`config.mk`:
```
export PLATFORM = sky130hd
export DESIGN_NAME = ps2_host_tx
export DESIGN_NICKNAME = d
export VERILOG_FILES = /design/src/rtl/ps2_host_tx.sv
export SDC_FILE = /design/constraint.sdc
export NUM_CORES = 1
export LEC_CHECK = 0
export CORE_MARGIN = 10
export CORE_UTILIZATION = 50
export DETAILED_ROUTE_END_ITERATION = 16
export PLACE_DENSITY = 0.7
export SLEW_MARGIN = 10
export SYNTH_ARGS = -nofsm -noshare
export SYNTH_HDL_FRONTEND = slang
export SYNTH_SLANG_ARGS = --single-unit
```
`constraint.sdc`:
```
create_clock -name clk -period 2.4 [get_ports clk]
set_input_delay 0.48 -clock clk [delete_from_list [all_inputs] [get_ports clk]]
set_output_delay 0.48 -clock clk [all_outputs]
set_load 0.03 [all_outputs]
```
`src/rtl/ps2_host_tx.sv`:
```
// PS/2 host-to-device transmitter: inhibits the bus, issues a request-to-send,
// shifts out one byte with odd parity on device clock falling edges and checks the ACK.
module ps2_host_tx #(
  parameter int INHIBIT_CYCLES = 5000,
  parameter int TIMEOUT_CYCLES = 100000
) (
  input  logic       clk,
  input  logic       rst,
  input  logic       strobe,
  input  logic [7:0] din,
  input  logic       ps2_clk_in,
  input  logic       ps2_data_in,
  output logic       ps2_clk_oe,
  output logic       ps2_data_oe,
  output logic       busy,
  output logic       done,
  output logic       err
);

  localparam int CNT_MAX = (INHIBIT_CYCLES > TIMEOUT_CYCLES) ? INHIBIT_CYCLES : TIMEOUT_CYCLES;
  localparam int CNT_W   = $clog2(CNT_MAX + 1);
  localparam logic [CNT_W-1:0] INH_LAST = CNT_W'(INHIBIT_CYCLES - 1);
  localparam logic [CNT_W-1:0] TMO_LAST = CNT_W'(TIMEOUT_CYCLES - 1);

  localparam logic [2:0] IDLE     = 3'd0;
  localparam logic [2:0] INHIBIT  = 3'd1;
  localparam logic [2:0] REQ      = 3'd2;
  localparam logic [2:0] SHIFT    = 3'd3;
  localparam logic [2:0] ACK      = 3'd4;
  localparam logic [2:0] WAIT_REL = 3'd5;

  logic [2:0]       state_q, state_d;
  logic [CNT_W-1:0] cnt_q, cnt_d;
  logic [3:0]       bit_cnt_q, bit_cnt_d;
  logic [8:0]       shift_q, shift_d;
  logic             clk_oe_q, clk_oe_d;
  logic             data_oe_q, data_oe_d;
  logic             done_q, done_d;
  logic             err_q, err_d;

  logic clk_s1_q, clk_s2_q, clk_s3_q;
  logic data_s1_q, data_s2_q;
  logic fall;
  logic tmo;

  assign fall = clk_s3_q & ~clk_s2_q;
  assign tmo  = (cnt_q == TMO_LAST);

  // NOTE: synchronizer flops reset to 1 (idle bus level) so deasserting reset
  // can never look like a device clock falling edge.
  always_ff @(posedge clk or posedge rst) begin
    if (rst) begin
      clk_s1_q  <= 1'b1;
      clk_s2_q  <= 1'b1;
      clk_s3_q  <= 1'b1;
      data_s1_q <= 1'b1;
      data_s2_q <= 1'b1;
    end else begin
      clk_s1_q  <= ps2_clk_in;
      clk_s2_q  <= clk_s1_q;
      clk_s3_q  <= clk_s2_q;
      data_s1_q <= ps2_data_in;
      data_s2_q <= data_s1_q;
    end
  end

  always_comb begin
    state_d   = state_q;
    cnt_d     = cnt_q + 1'b1;
    bit_cnt_d = bit_cnt_q;
    shift_d   = shift_q;
    clk_oe_d  = clk_oe_q;
    data_oe_d = data_oe_q;
    done_d    = 1'b0;
    err_d     = 1'b0;

    case (state_q)
      IDLE: begin
        cnt_d = '0;
        if (strobe) begin
          shift_d   = {~^din, din};
          bit_cnt_d = '0;
          clk_oe_d  = 1'b1;
          data_oe_d = 1'b0;
          state_d   = INHIBIT;
        end
      end
      INHIBIT: begin
        if (cnt_q == INH_LAST) begin
          cnt_d     = '0;
          clk_oe_d  = 1'b0;
          data_oe_d = 1'b1;
          state_d   = REQ;
        end
      end
      REQ: begin
        // The first device edge already shifts out data bit 0.
        if (fall) begin
          cnt_d     = '0;
          data_oe_d = ~shift_q[0];
          shift_d   = shift_q >> 1;
          bit_cnt_d = 4'd1;
          state_d   = SHIFT;
        end else if (tmo) begin
          state_d = IDLE;
        end
      end
      SHIFT: begin
        if (fall) begin
          cnt_d = '0;
          if (bit_cnt_q == 4'd9) begin
            data_oe_d = 1'b0;
            state_d   = ACK;
          end else begin
            data_oe_d = ~shift_q[0];
            shift_d   = shift_q >> 1;
            bit_cnt_d = bit_cnt_q + 1'b1;
          end
        end else if (tmo) begin
          state_d = IDLE;
        end
      end
      ACK: begin
        if (fall) begin
          cnt_d = '0;
          if (!data_s2_q) begin
            state_d = WAIT_REL;
          end else begin
            err_d   = 1'b1;
            state_d = IDLE;
          end
        end else if (tmo) begin
          state_d = IDLE;
        end
      end
      WAIT_REL: begin
        if (clk_s2_q && data_s2_q) begin
          done_d  = 1'b1;
          state_d = IDLE;
        end else if (fall) begin
          cnt_d = '0;
        end else if (tmo) begin
          state_d = IDLE;
        end
      end
      default: state_d = IDLE;
    endcase

    // Any timeout in a bus-active state lands here: release the bus and flag it.
    if (state_q inside {REQ, SHIFT, ACK, WAIT_REL} && !fall && tmo &&
        !(state_q == WAIT_REL && clk_s2_q && data_s2_q)) begin
      clk_oe_d  = 1'b0;
      data_oe_d = 1'b0;
      err_d     = 1'b1;
    end
  end

  always_ff @(posedge clk or posedge rst) begin
    if (rst) begin
      state_q   <= IDLE;
      cnt_q     <= '0;
      bit_cnt_q <= '0;
      shift_q   <= '0;
      clk_oe_q  <= 1'b0;
      data_oe_q <= 1'b0;
      done_q    <= 1'b0;
      err_q     <= 1'b0;
    end else begin
      state_q   <= state_d;
      cnt_q     <= cnt_d;
      bit_cnt_q <= bit_cnt_d;
      shift_q   <= shift_d;
      clk_oe_q  <= clk_oe_d;
      data_oe_q <= data_oe_d;
      done_q    <= done_d;
      err_q     <= err_d;
    end
  end

  assign ps2_clk_oe  = clk_oe_q;
  assign ps2_data_oe = data_oe_q;
  assign busy        = (state_q != IDLE);
  assign done        = done_q;
  assign err         = err_q;

endmodule

```
---- After elaboration in Yosys (flattened, before gate mapping) ----
Index checks and enable logic that the tools add are counted.
W data, S select, Z words.
word-level totals
  register bits ........................... 42
  input bits .............................. 13
  output and inout port bits .............. 5
  word-level logic and storage cells ...... 99
cells by class
  add/subtract/negate cells ............... 2
  eq/ne operators ......................... 19
  muxes and demuxes ....................... 42
  bitwise gates (word level) .............. 3
  reduce and logical (&&, ||, !) cells .... 20
operators by type and width
  cell                     count
  $pmux W17 S4             1
  $mux W17                 3
  $mux W9                  4
  $mux W3                  10
  $pmux W9 S3              1
  $pmux W3 S6              1
  $add A17 B1 Y17 const B  1
  $eq A17 B13 Y1 const B   1
  $eq A17 B17 Y1 const B   1
  $mux W4                  4
  $mux W1                  15
  $ne A3 B3 Y1 const B     4
  $pmux W4 S3              1
  $ne A2 B2 Y1 const B     5
  $reduce_and A5 Y1        2
  $reduce_bool A3 Y1       3
  $reduce_xnor A8 Y1       1
  $eq A3 B2 Y1 const B     2
  $eq A3 B3 Y1 const B     2
  $logic_and A1 B1 Y1      6
  $ne A3 B2 Y1 const B     2
  $reduce_bool A5 Y1       1
  $add A4 B1 Y4 const B    1
  $eq A4 B4 Y1 const B     1
  other kinds (11)         13

---- Longest topological paths before layout ----
Gate-level depths: netlist (run 1).
  depth after elaboration ................. 8
  gate-level depth with buffers ........... 6
  depth with buffers taken out ............ 6

---- Least setup slack after synthesis (run 1) ----
No wires, ideal clock.
  path kind ............................... reg2reg
  start point ............................. register clk_s3_q
  end point ............................... register bit_cnt_q[0]
  library setup time ...................... 0.125 ns
  arrival ................................. 1.666 ns
  required time ........................... 2.275 ns
  slack ................................... 0.609 ns
  stages on the path, launching flop included .. 6
  buffers on the path ..................... 1
  clock period less this slack ............ 1.791 ns
  cell sequence ........................... dfstp_2 -> nor2b_1 -> buf_2 -> a32oi_1 -> nor2_2 -> mux2_2
between the ends
  longest elaborated chain between the ends .. 3
  elaborated cells between the ends (all ways) .. 4
  classes of those cells .................. 2 x eq/ne; 1 x bitwise; 1 x reduce/logical
RTL lines
  element                                 line  source
  from (decl)                             41    logic clk_s1_q, clk_s2_q, clk_s3_q;
  from (signal assigned)                  61    clk_s3_q <= clk_s2_q;
  $and A1 B1 Y1 (*)                       46    assign fall = clk_s3_q & ~clk_s2_q;
  $ne A2 B2 Y1 (no source line)           n/a
  $reduce_and A5 Y1 (no source line) (*)  n/a
  to (signal assigned)                    171   bit_cnt_q <= bit_cnt_d;
  to (decl)                               34    logic [3:0] bit_cnt_q, bit_cnt_d;
Mark *: on every way between the ends. The rest lies on a longest branch, timed or not.
A chain may end at the register's enable or synchronous reset.

---- Worst setup path in the final report (run 1) ----
  start point ............................. register state_q[2]
  end point ............................... output port busy
between the ends
  longest elaborated chain between the ends .. 1
RTL lines
  element                 line  source
  from (decl)             32    logic [2:0] state_q, state_d;
  from (signal assigned)  169   state_q <= state_d;
  $reduce_bool A3 Y1      182   assign busy = (state_q != IDLE);
  to (decl)               15    output logic busy,
No other way between the ends.

==> results.sh, run 1 <==
export IMPL_synthMostInstantiatedCell="sky130_fd_sc_hd__dfrtp_1"
export IMPL_report_final_setup_viol=0
export IMPL_cp_data_required_time_ns=1.92
export IMPL_final_hold_viol_count=0
export IMPL_drtPass1Iterations=4
export IMPL_syn_mean_instance_area_um2=9.57
export IMPL_placed_cells=310
export IMPL_cts_hold_buffers_added=0
export IMPL_max_slew_worst_pin_slew_ns=0.508
export IMPL_routabilityCongestion=0.826
export IMPL_post_cts_resized_instances=0
export IMPL_synth_top_area_share_pct=40.0
export IMPL_fmaxAchievable_mhz=470
export IMPL_period_minus_slack_ns=2.13
export IMPL_dpl_worst_slack_ns=0.249
export IMPL_h_tree_depth=2
export IMPL_hold_path_class="flip-flop to flip-flop"
export IMPL_finalNonFillerCells=318
export IMPL_syn_to_final_growth_pct=14.9
export IMPL_pin_count_of_the_biggest_net_entering_global_routing=43
export IMPL_outcome="completed"
export IMPL_power_leakage_nw=1.10
export IMPL_multi_input_area_um2=1190
export IMPL_nNetsFinal=281
export IMPL_pwr_density_cell_nw_per_um2=954
export IMPL_clock_insertion_delay_worst_skew_ns=0.29
export IMPL_clk_pin_slew_worst_paths_ns=0.08
export IMPL_num_antenna_cells=0
export IMPL_final_antenna_net_count=0
export IMPL_yosys_warnings=0
export IMPL_relSlewSlack_pct=66.1
export IMPL_numPortBuffers=17
export IMPL_drt_iter0_markers=104
export IMPL_count_of_clock_tree_sinks=42
export IMPL_drv_slew=0
export IMPL_fin_util_pct=60.3
export IMPL_grt_pass1_wl_um=7860
export IMPL_cell_area_after_layout_um2=2660
export IMPL_routedWlPerCell_um=14.6
export IMPL_mappedNetlistArea_um2=2320
export IMPL_synth_edff_count=0
export IMPL_post_synth_inst_count=242
export IMPL_start_kind="flip-flop"
export IMPL_drt_vias_per_instance=5.73
export IMPL_dominantRegCellSynth="sky130_fd_sc_hd__dfrtp_1"
export IMPL_timing_setup_critical_path_class="flip-flop to output port"
export IMPL_clock_path_buffers=2
export IMPL_io_pins=18
export IMPL_critical_path_endpoint_type="output port"
export IMPL_first_global_vias=1696
export IMPL_site_rows=24
export IMPL_synth_largest_area_cell="sky130_fd_sc_hd__dfrtp_1"
export IMPL_floorplan_initialDensity_pct=52.5
export IMPL_clock_skew_after_layout_ns=0.00495
export IMPL_drt_total_wl_um=4650
export IMPL_place_hpwl_um=3360
export IMPL_postSynthNetCount=258
export IMPL_ir_drop_v=0.000501
export IMPL_core_um2=4410
export IMPL_num_fill_cells=388
export IMPL_arrival_ns=1.65
export IMPL_dr_total_vias=1823
export IMPL_finalCritPeriodShare_pct=88.7
export IMPL_fin_tns_setup_ns=0
export IMPL_die_y_um=88.1
export IMPL_cts_root_buf="sky130_fd_sc_hd__clkbuf_8"
export IMPL_setup_repair_after_global_routing_missed_its_margin="false"
export IMPL_layout_area_seq_um2=1060
export IMPL_antenna_found_initial=0
export IMPL_synth_distinct_cells=54
export IMPL_cts_repair_timing_setup_buffer_count=0
export IMPL_drv_max_cap_violation_count=0
export IMPL_sequential_fraction_of_the_synthesis_area_pct=45.7
export IMPL_critical_path_peak_fanout=3
export IMPL_die_area_um2=7750
export IMPL_placement_cell_area_um2=2580
export IMPL_finalHoldWorstSlack_ns=0.358
export IMPL_total_of_flip_flops_plus_latches_after_synthesis=42
export IMPL_gr_usage_all_layers_pct=12.4
export IMPL_synth_async_sr_flop_share_pct=100
export IMPL_floorplan_die_width_um=88.1
export IMPL_cts_buffers=5
export IMPL_grt_remaining_overflow=0
export IMPL_p_total_mw=2.54
export IMPL_timing_final_ws_setup_ns=0.270
export IMPL_tritoncts_clock_tree="done"
export IMPL_post_route_cells_drive_above_1_share_pct=15.0
export IMPL_synth_area_top_cells="sky130_fd_sc_hd__dfrtp_1 (40%), sky130_fd_sc_hd__dfstp_2 (5.7%), sky130_fd_sc_hd__xnor2_1 (5.7%), sky130_fd_sc_hd__nand2_1 (5.5%), sky130_fd_sc_hd__mux2_2 (4.4%)"
export IMPL_post_synth_most_frequent_cells="sky130_fd_sc_hd__dfrtp_1 (37), sky130_fd_sc_hd__nand2_1 (34), sky130_fd_sc_hd__nor2_1 (20)"
export IMPL_drcViolationCount=0
layout make-up:
class	count	area share [%]
tap	52	2.44
timing repair buffer	26	8.93
clock buffer	6	2.73
inverter	7	0.987
clock inverter	2	0.376
sequential	42	39.7
multi-input combinational	183	44.8
report_power, final:
| group | switching, mW | total [mW] | internal [mW] |
|---|---|---|---|
| registers | 0.104 | 0.970 | 0.865 |
| clock network | 0.232 | 0.434 | 0.202 |
| logic | 0.634 | 1.14 | 0.502 |
cells by family (layout without fill, tap and decap cells):
family                   Yosys count  in the layout  synth area share (%)
adder cells (fa/ha/maj)            4              4                  2.05
flip-flops                        42             42                  45.7
AO/OA/AOI/OAI                     42             42                  12.0
XOR/XNOR                          19             19                  7.19
multiplexers                      10             10                  4.81
AND/OR/NAND/NOR                  108            108                  25.4
buffers and inverters             17             41                  2.86
final timing paths:
check,from,endpoint,slack [ns],cells after the start
hold reg to reg,clk_s1_q$_DFF_PP1_,clk_s2_q$_DFF_PP1_,0.36,0
setup reg to reg,bit_cnt_q[0]$_DFFE_PP0P_,shift_q[4]$_DFFE_PP0P_,0.43,5
hold / removal,clk_s1_q$_DFF_PP1_,clk_s2_q$_DFF_PP1_,0.36,0
min in group asynchronous,rst,cnt_q[1]$_DFF_PP0_,0.61,3
setup / recovery,state_q[2]$_DFFE_PP0P_,busy,0.27,3
max in group asynchronous,rst,data_s2_q$_DFF_PP1_,1.43,3
cell usage in the layout, fill, tap and decap left out, drive strengths merged, types with 5 or more instances in the layout:
master,netlist,final
mux2,9,9
inv,7,7
dfstp,5,5
buf,4,9
o21ai,7,7
clkbuf,6,6
nand2,34,34
nand3,9,9
clkdlybuf4s50,0,17
or3,5,5
xnor2,15,15
nor2,21,21
nor2b,5,5
a21oi,13,13
nor3,5,5
dfrtp,37,37
per-layer routing:
metal	GRT usage [%]	vias to the layer above	wire length, µm
met2	19.0	36	2120
met3	2.79	5	242
li1	-	907	-
met5	0	-	0
met4	4.28	0	51
met1	16.9	875	2240
critical path: stages (launching register included):
cell	delay [ns]
sky130_fd_sc_hd__dfrtp_1	0.38
sky130_fd_sc_hd__nor2_1	0.24
sky130_fd_sc_hd__nand2_1	0.13
sky130_fd_sc_hd__clkdlybuf4s50_1	0.62
registers in the layout (all words and copies together), names as in the netlist:
register	flops
bit_cnt_q	4
clk_s1_q	1
clk_s2_q	1
clk_s3_q	1
cnt_q	17
data_s1_q	1
data_s2_q	1
done	1
err	1
ps2_clk_oe	1
ps2_data_oe	1
shift_q	9
state_q	3
Power figures use the tool's default switching activity.
==> run 2, diff against run 1 <==
--- a/config.mk
+++ b/config.mk
@@ -5,10 +5,11 @@
 export SDC_FILE = /design/constraint.sdc
 export NUM_CORES = 1
 export LEC_CHECK = 0
+export CAP_MARGIN = 5
 export CORE_MARGIN = 10
 export CORE_UTILIZATION = 50
 export DETAILED_ROUTE_END_ITERATION = 16
-export PLACE_DENSITY = 0.7
+export PLACE_DENSITY_LB_ADDON = 0.05
 export SLEW_MARGIN = 10
 export SYNTH_ARGS = -nofsm -noshare
 export SYNTH_HDL_FRONTEND = slang
==> constraint.sdc (replaced) <==
create_clock -name clk -period 2.4 [get_ports clk]
set_input_delay 0.72 -clock clk [delete_from_list [all_inputs] [get_ports clk]]
set_output_delay 0.72 -clock clk [all_outputs]
set_load 0.03 [all_outputs]
==> run 2 against run 1 <==
First-iteration DRC count increased by 82%. Maximum frequency shrank 1.2%. Largest power group unchanged. Global-route usage increased by 0.64 points. Largest cell class unchanged.
==> results.sh, run 2 (same netlist as run 1, synthesis figures left out) <==
export IMPL_intPower_mw=1.59
export IMPL_cts_hold_buffers_added=0
export IMPL_timing_final_ws_setup_ns=0.245
export IMPL_layout_cells_most_common="sky130_fd_sc_hd__dfrtp_1"
export IMPL_multi_input_area_um2=1190
export IMPL_relSlewSlack_pct=66.2
export IMPL_p_seq_share_pct=37.6
export IMPL_critical_path_peak_fanout=3
export IMPL_drtPass1Iterations=4
export IMPL_arrival_ns=1.44
export IMPL_num_antenna_cells=0
export IMPL_outcome="completed"
export IMPL_hold_path_class="flip-flop to flip-flop"
export IMPL_routabilityCongestion=0.854
export IMPL_cts_root_buf="sky130_fd_sc_hd__clkbuf_8"
export IMPL_finalCritPeriodShare_pct=89.8
export IMPL_site_rows=24
export IMPL_drv_slew=0
export IMPL_drt_iter0_markers=189
export IMPL_fin_tns_setup_ns=0
export IMPL_final_hold_viol_count=0
export IMPL_gr_usage_all_layers_pct=13.1
export IMPL_ir_drop_v=0.000444
export IMPL_die_area_um2=7750
export IMPL_clock_skew_after_layout_ns=0.00876
export IMPL_count_of_clock_tree_sinks=42
export IMPL_core_um2=4410
export IMPL_layout_common_cells="sky130_fd_sc_hd__dfrtp_1 (37), sky130_fd_sc_hd__nand2_1 (34), sky130_fd_sc_hd__nor2_1 (20)"
export IMPL_grt_pass1_wl_um=8210
export IMPL_fin_util_pct=60.7
export IMPL_cell_area_after_layout_um2=2680
export IMPL_dpl_worst_slack_ns=0.145
export IMPL_p_total_mw=2.57
export IMPL_layout_area_seq_um2=1060
export IMPL_clock_power_share_pct=18.8
export IMPL_cts_repair_timing_setup_buffer_count=0
export IMPL_h_tree_depth=2
export IMPL_r2r_cells=5
export IMPL_combinationalPowerShare_pct=43.6
export IMPL_fmaxAchievable_mhz=464
export IMPL_largest_register_ff_count=17
export IMPL_setup_repair_after_global_routing_missed_its_margin="false"
export IMPL_nNetsFinal=282
export IMPL_place_hpwl_um=3280
export IMPL_post_route_cells_drive_above_1_share_pct=15.4
export IMPL_max_slew_worst_pin_slew_ns=0.507
export IMPL_net_switching_power_mw=0.977
export IMPL_floorplan_initialDensity_pct=52.5
export IMPL_clock_insertion_delay_worst_skew_ns=0.30
export IMPL_drv_max_cap_violation_count=0
export IMPL_max_flop_register="cnt_q"
export IMPL_whs_path_depth=0
export IMPL_num_fill_cells=398
export IMPL_largestRegisters="cnt_q (17), shift_q (9), bit_cnt_q (4)"
export IMPL_period_minus_slack_ns=2.16
export IMPL_floorplan_die_width_um=88.1
export IMPL_pin_count_of_the_biggest_net_entering_global_routing=43
export IMPL_switching_share_pct=38.0
export IMPL_antenna_found_initial=0
export IMPL_clock_path_buffers=2
export IMPL_numPortBuffers=17
export IMPL_tritoncts_clock_tree="done"
export IMPL_syn_to_final_growth_pct=15.7
export IMPL_placement_cell_area_um2=2590
export IMPL_final_antenna_net_count=0
export IMPL_critical_path_endpoint_type="output port"
export IMPL_timing_setup_critical_path_class="flip-flop to output port"
export IMPL_io_pins=18
export IMPL_start_kind="flip-flop"
export IMPL_die_y_um=88.1
export IMPL_grt_remaining_overflow=0
export IMPL_drt_vias_per_instance=5.59
export IMPL_routedWlPerCell_um=14.4
export IMPL_dr_total_vias=1783
export IMPL_clk_pin_slew_worst_paths_ns=0.07
export IMPL_pwr_density_cell_nw_per_um2=959
export IMPL_first_global_vias=1751
export IMPL_drcViolationCount=0
export IMPL_cts_buffers=5
export IMPL_drt_total_wl_um=4600
export IMPL_power_leakage_nw=1.11
export IMPL_post_cts_resized_instances=1
export IMPL_report_final_setup_viol=0
export IMPL_cp_data_required_time_ns=1.68
## run 2: changes by cell type in the layout (fill, tap and decap cells not counted), sizes merged
cell           previous run  this run
clkdlybuf4s50            17        16
buf                       9        10
inv                       7         8
clkbuf                    6         7
dlygate4sd2               0         1
clkinv                    2         0
## run 2: final timing paths
check	start	end	slack (ns)
max in group asynchronous	rst	clk_s2_q$_DFF_PP1_	1.19
min in group asynchronous	rst	shift_q[0]$_DFFE_PP0P_	0.84
hold / removal	data_s1_q$_DFF_PP1_	data_s2_q$_DFF_PP1_	0.36
hold reg to reg	data_s1_q$_DFF_PP1_	data_s2_q$_DFF_PP1_	0.36
setup / recovery	state_q[2]$_DFFE_PP0P_	busy	0.24
setup reg to reg	cnt_q[0]$_DFF_PP0_	state_q[1]$_DFFE_PP0P_	0.49
## run 2: metrics by stage
stage / std cells / hold WS, ns
6_report: 319 / 0.362
5_1_grt: 319 / 0.367
4_1_cts: 319 / 0.362
3_5_place_dp: 311 / 0.350
3_3_place_gp: 311 / 0.348
2_1_floorplan: 242 / 0.345
## run 2: critical path, stage by stage, from the launching register on
cell and delay, ns:
sky130_fd_sc_hd__dfrtp_1 0.38, sky130_fd_sc_hd__nor2_1 0.23, sky130_fd_sc_hd__nand2_1 0.16, sky130_fd_sc_hd__dlygate4sd2_1 0.38
## run 2: area by class of cell
type                            instances  share of cell area [%]
Multi-Input combinational cell        183                    44.5
Clock inverter                          1                   0.327
Inverter                                7                   0.980
Timing Repair Buffer                   27                    9.10
Tap cell                               52                    2.43
Sequential cell                        42                    39.4
Clock buffer                            7                    3.22
## run 2: layer usage
layer	wire, µm	global-route usage [%]	up-vias
li1	-	-	909
met4	61	4.71	0
met2	1900	18.1	35
met1	2430	18.4	835
met3	215	4.36	4
met5	0	0	-
## run 2: power by group through the flow
stage,registers [mW],logic (mW),clock network (mW)
after floorplan,0.971,0.823,0
after global placement,0.977,1.12,0
after detailed placement,0.981,1.13,0
after CTS,0.967,1.13,0.505
after global routing,0.992,1.26,0.532
final,0.966,1.12,0.484
==> run 3, diff against run 2 <==
--- a/config.mk
+++ b/config.mk
@@ -10,6 +10,7 @@
 export CORE_UTILIZATION = 50
 export DETAILED_ROUTE_END_ITERATION = 16
 export PLACE_DENSITY_LB_ADDON = 0.05
+export RECOVER_POWER = 25
 export SLEW_MARGIN = 10
 export SYNTH_ARGS = -nofsm -noshare
 export SYNTH_HDL_FRONTEND = slang
==> run 3 against run 2 <==
Maximum frequency is essentially flat. Sequential cell count did not move. Register-to-register slack worse by 0.03 ns. Sequential power hardly changed. Cell area down 0.23%. Clock skew barely moved. Total power decreased by 0.53%. Clock power barely moved. Non-clock buffer count stayed put.
==> results.sh, run 3 (same netlist as run 1, synthesis figures left out) <==
export IMPL_outcome="completed"
export IMPL_pwr_density_cell_nw_per_um2=956
export IMPL_post_route_cells_drive_above_1_share_pct=14.6
export IMPL_clock_skew_after_layout_ns=0.00839
export IMPL_fin_tns_setup_ns=0
export IMPL_floorplan_initialDensity_pct=52.5
export IMPL_gr_usage_met2_pct=18.1
export IMPL_relSlewSlack_pct=33.9
export IMPL_power_leakage_nw=1.10
export IMPL_layout_common_cells="sky130_fd_sc_hd__dfrtp_1 (37), sky130_fd_sc_hd__nand2_1 (34), sky130_fd_sc_hd__nor2_1 (20)"
export IMPL_routabilityCongestion=0.854
export IMPL_clock_path_buffers=2
export IMPL_dr_total_vias=1790
export IMPL_antenna_found_initial=0
export IMPL_drt_total_wl_um=4580
export IMPL_timing_setup_critical_path_class="flip-flop to output port"
export IMPL_cts_buffers=5
export IMPL_numPortBuffers=17
export IMPL_gr_usage_all_layers_pct=13.1
export IMPL_tritoncts_clock_tree="done"
export IMPL_syn_to_final_growth_pct=15.5
export IMPL_fmaxAchievable_mhz=464
export IMPL_io_pins=18
export IMPL_final_antenna_net_count=0
export IMPL_die_area_um2=7750
export IMPL_report_final_setup_viol=0
export IMPL_max_flop_register="cnt_q"
export IMPL_count_of_clock_tree_sinks=42
export IMPL_place_hpwl_um=3280
export IMPL_whs_path_depth=0
export IMPL_clk_pin_slew_worst_paths_ns=0.07
export IMPL_drcViolationCount=0
export IMPL_drv_slew=0
export IMPL_cts_root_buf="sky130_fd_sc_hd__clkbuf_8"
export IMPL_drt_vias_per_instance=5.61
export IMPL_die_y_um=88.1
export IMPL_core_um2=4410
export IMPL_floorplan_die_width_um=88.1
export IMPL_arrival_ns=1.43
export IMPL_ir_drop_v=0.000442
export IMPL_use_met1_pct=18.4
export IMPL_nNetsFinal=282
export IMPL_clock_insertion_delay_worst_skew_ns=0.30
export IMPL_largestRegisters="cnt_q (17), shift_q (9), bit_cnt_q (4)"
export IMPL_layout_cells_most_common="sky130_fd_sc_hd__dfrtp_1"
export IMPL_cell_area_after_layout_um2=2670
export IMPL_grt_remaining_overflow=0
export IMPL_max_slew_worst_pin_slew_ns=0.992
export IMPL_final_hold_viol_count=0
export IMPL_grt_most_used_layer="met1"
export IMPL_routedWlPerCell_um=14.4
export IMPL_critical_path_endpoint_type="output port"
export IMPL_critical_path_peak_fanout=3
export IMPL_drtPass1Iterations=4
export IMPL_num_antenna_cells=0
export IMPL_drv_max_cap_violation_count=0
export IMPL_grt_util_met3_pct=4.36
export IMPL_finalCritPeriodShare_pct=89.8
export IMPL_period_minus_slack_ns=2.15
export IMPL_r2r_cells=5
export IMPL_drt_iter0_markers=160
export IMPL_largest_register_ff_count=17
export IMPL_h_tree_depth=2
export IMPL_num_fill_cells=397
export IMPL_start_kind="flip-flop"
export IMPL_grt_pass1_wl_um=8210
export IMPL_site_rows=24
export IMPL_placement_cell_area_um2=2590
export IMPL_pin_count_of_the_biggest_net_entering_global_routing=43
export IMPL_setup_repair_after_global_routing_missed_its_margin="false"
export IMPL_cp_data_required_time_ns=1.68
export IMPL_hold_path_class="flip-flop to flip-flop"
export IMPL_first_global_vias=1751
[run 3: cell types whose count changed in the layout (fill, tap and decap cells not counted), sizes merged]
cell and delta:
clkdlybuf4s50 -3, dlygate4sd3 +3, buf -2, clkbuf +2
[run 3: metrics by stage]
step	utilization [%]	hold slack [ns]	power [mW]	setup slack, ns	std cells
6_report	60.6	0.362	2.56	0.245	319
2_1_floorplan	-	0.345	1.79	0.467	242
5_1_grt	60.6	0.367	2.77	0.188	319
3_3_place_gp	58.6	0.348	2.10	0.139	311
3_5_place_dp	58.6	0.350	2.11	0.145	311
4_1_cts	60.7	0.362	2.60	0.223	319
[run 3: where the power goes]
group / switching [mW] / internal (mW) / leakage, nW
clock: 0.244 / 0.238 / 0.0489
sequential: 0.100 / 0.865 / 0.536
combinational: 0.627 / 0.484 / 0.516
[run 3: worst paths after layout]
path | from | to | slack (ns)
min in group asynchronous | rst | shift_q[3]$_DFFE_PP0P_ | 1.16
max in group asynchronous | rst | cnt_q[6]$_DFF_PP0_ | 0.62
worst min register to register | data_s1_q$_DFF_PP1_ | data_s2_q$_DFF_PP1_ | 0.36
worst max register to register | state_q[2]$_DFFE_PP0P_ | state_q[2]$_DFFE_PP0P_ | 0.46
worst min-delay path | data_s1_q$_DFF_PP1_ | data_s2_q$_DFF_PP1_ | 0.36
worst max-delay path | state_q[2]$_DFFE_PP0P_ | busy | 0.25
[run 3: metal layers]
layer | up-vias | routed length (µm)
met5 | - | 0
met4 | 0 | 61
met3 | 4 | 230
met2 | 40 | 1910
met1 | 838 | 2370
li1 | 908 | -
[run 3: what timing repair did]
item / in CTS / in global routing
hold buffers: 0 / 0
buffers inserted: 0 / 0
endpoints found under the setup margin: 1 / 0
gates resized for setup: 1 / 0
[run 3: critical path: stages (launching register included)]
cell and delay [ns]:
sky130_fd_sc_hd__dfrtp_1 0.38, sky130_fd_sc_hd__nor2_1 0.23, sky130_fd_sc_hd__nand2_1 0.16, sky130_fd_sc_hd__dlygate4sd2_1 0.38
[run 3: area by class of cell]
type                            count  area (µm²)  share of cell area [%]
Clock buffer                        7        86.3                    3.23
Clock inverter                      1        8.76                   0.328
Inverter                            7        26.3                   0.983
Multi-Input combinational cell    183        1190                    44.6
Sequential cell                    42        1060                    39.5
Tap cell                           52        65.1                    2.43
Timing Repair Buffer               27         238                    8.89
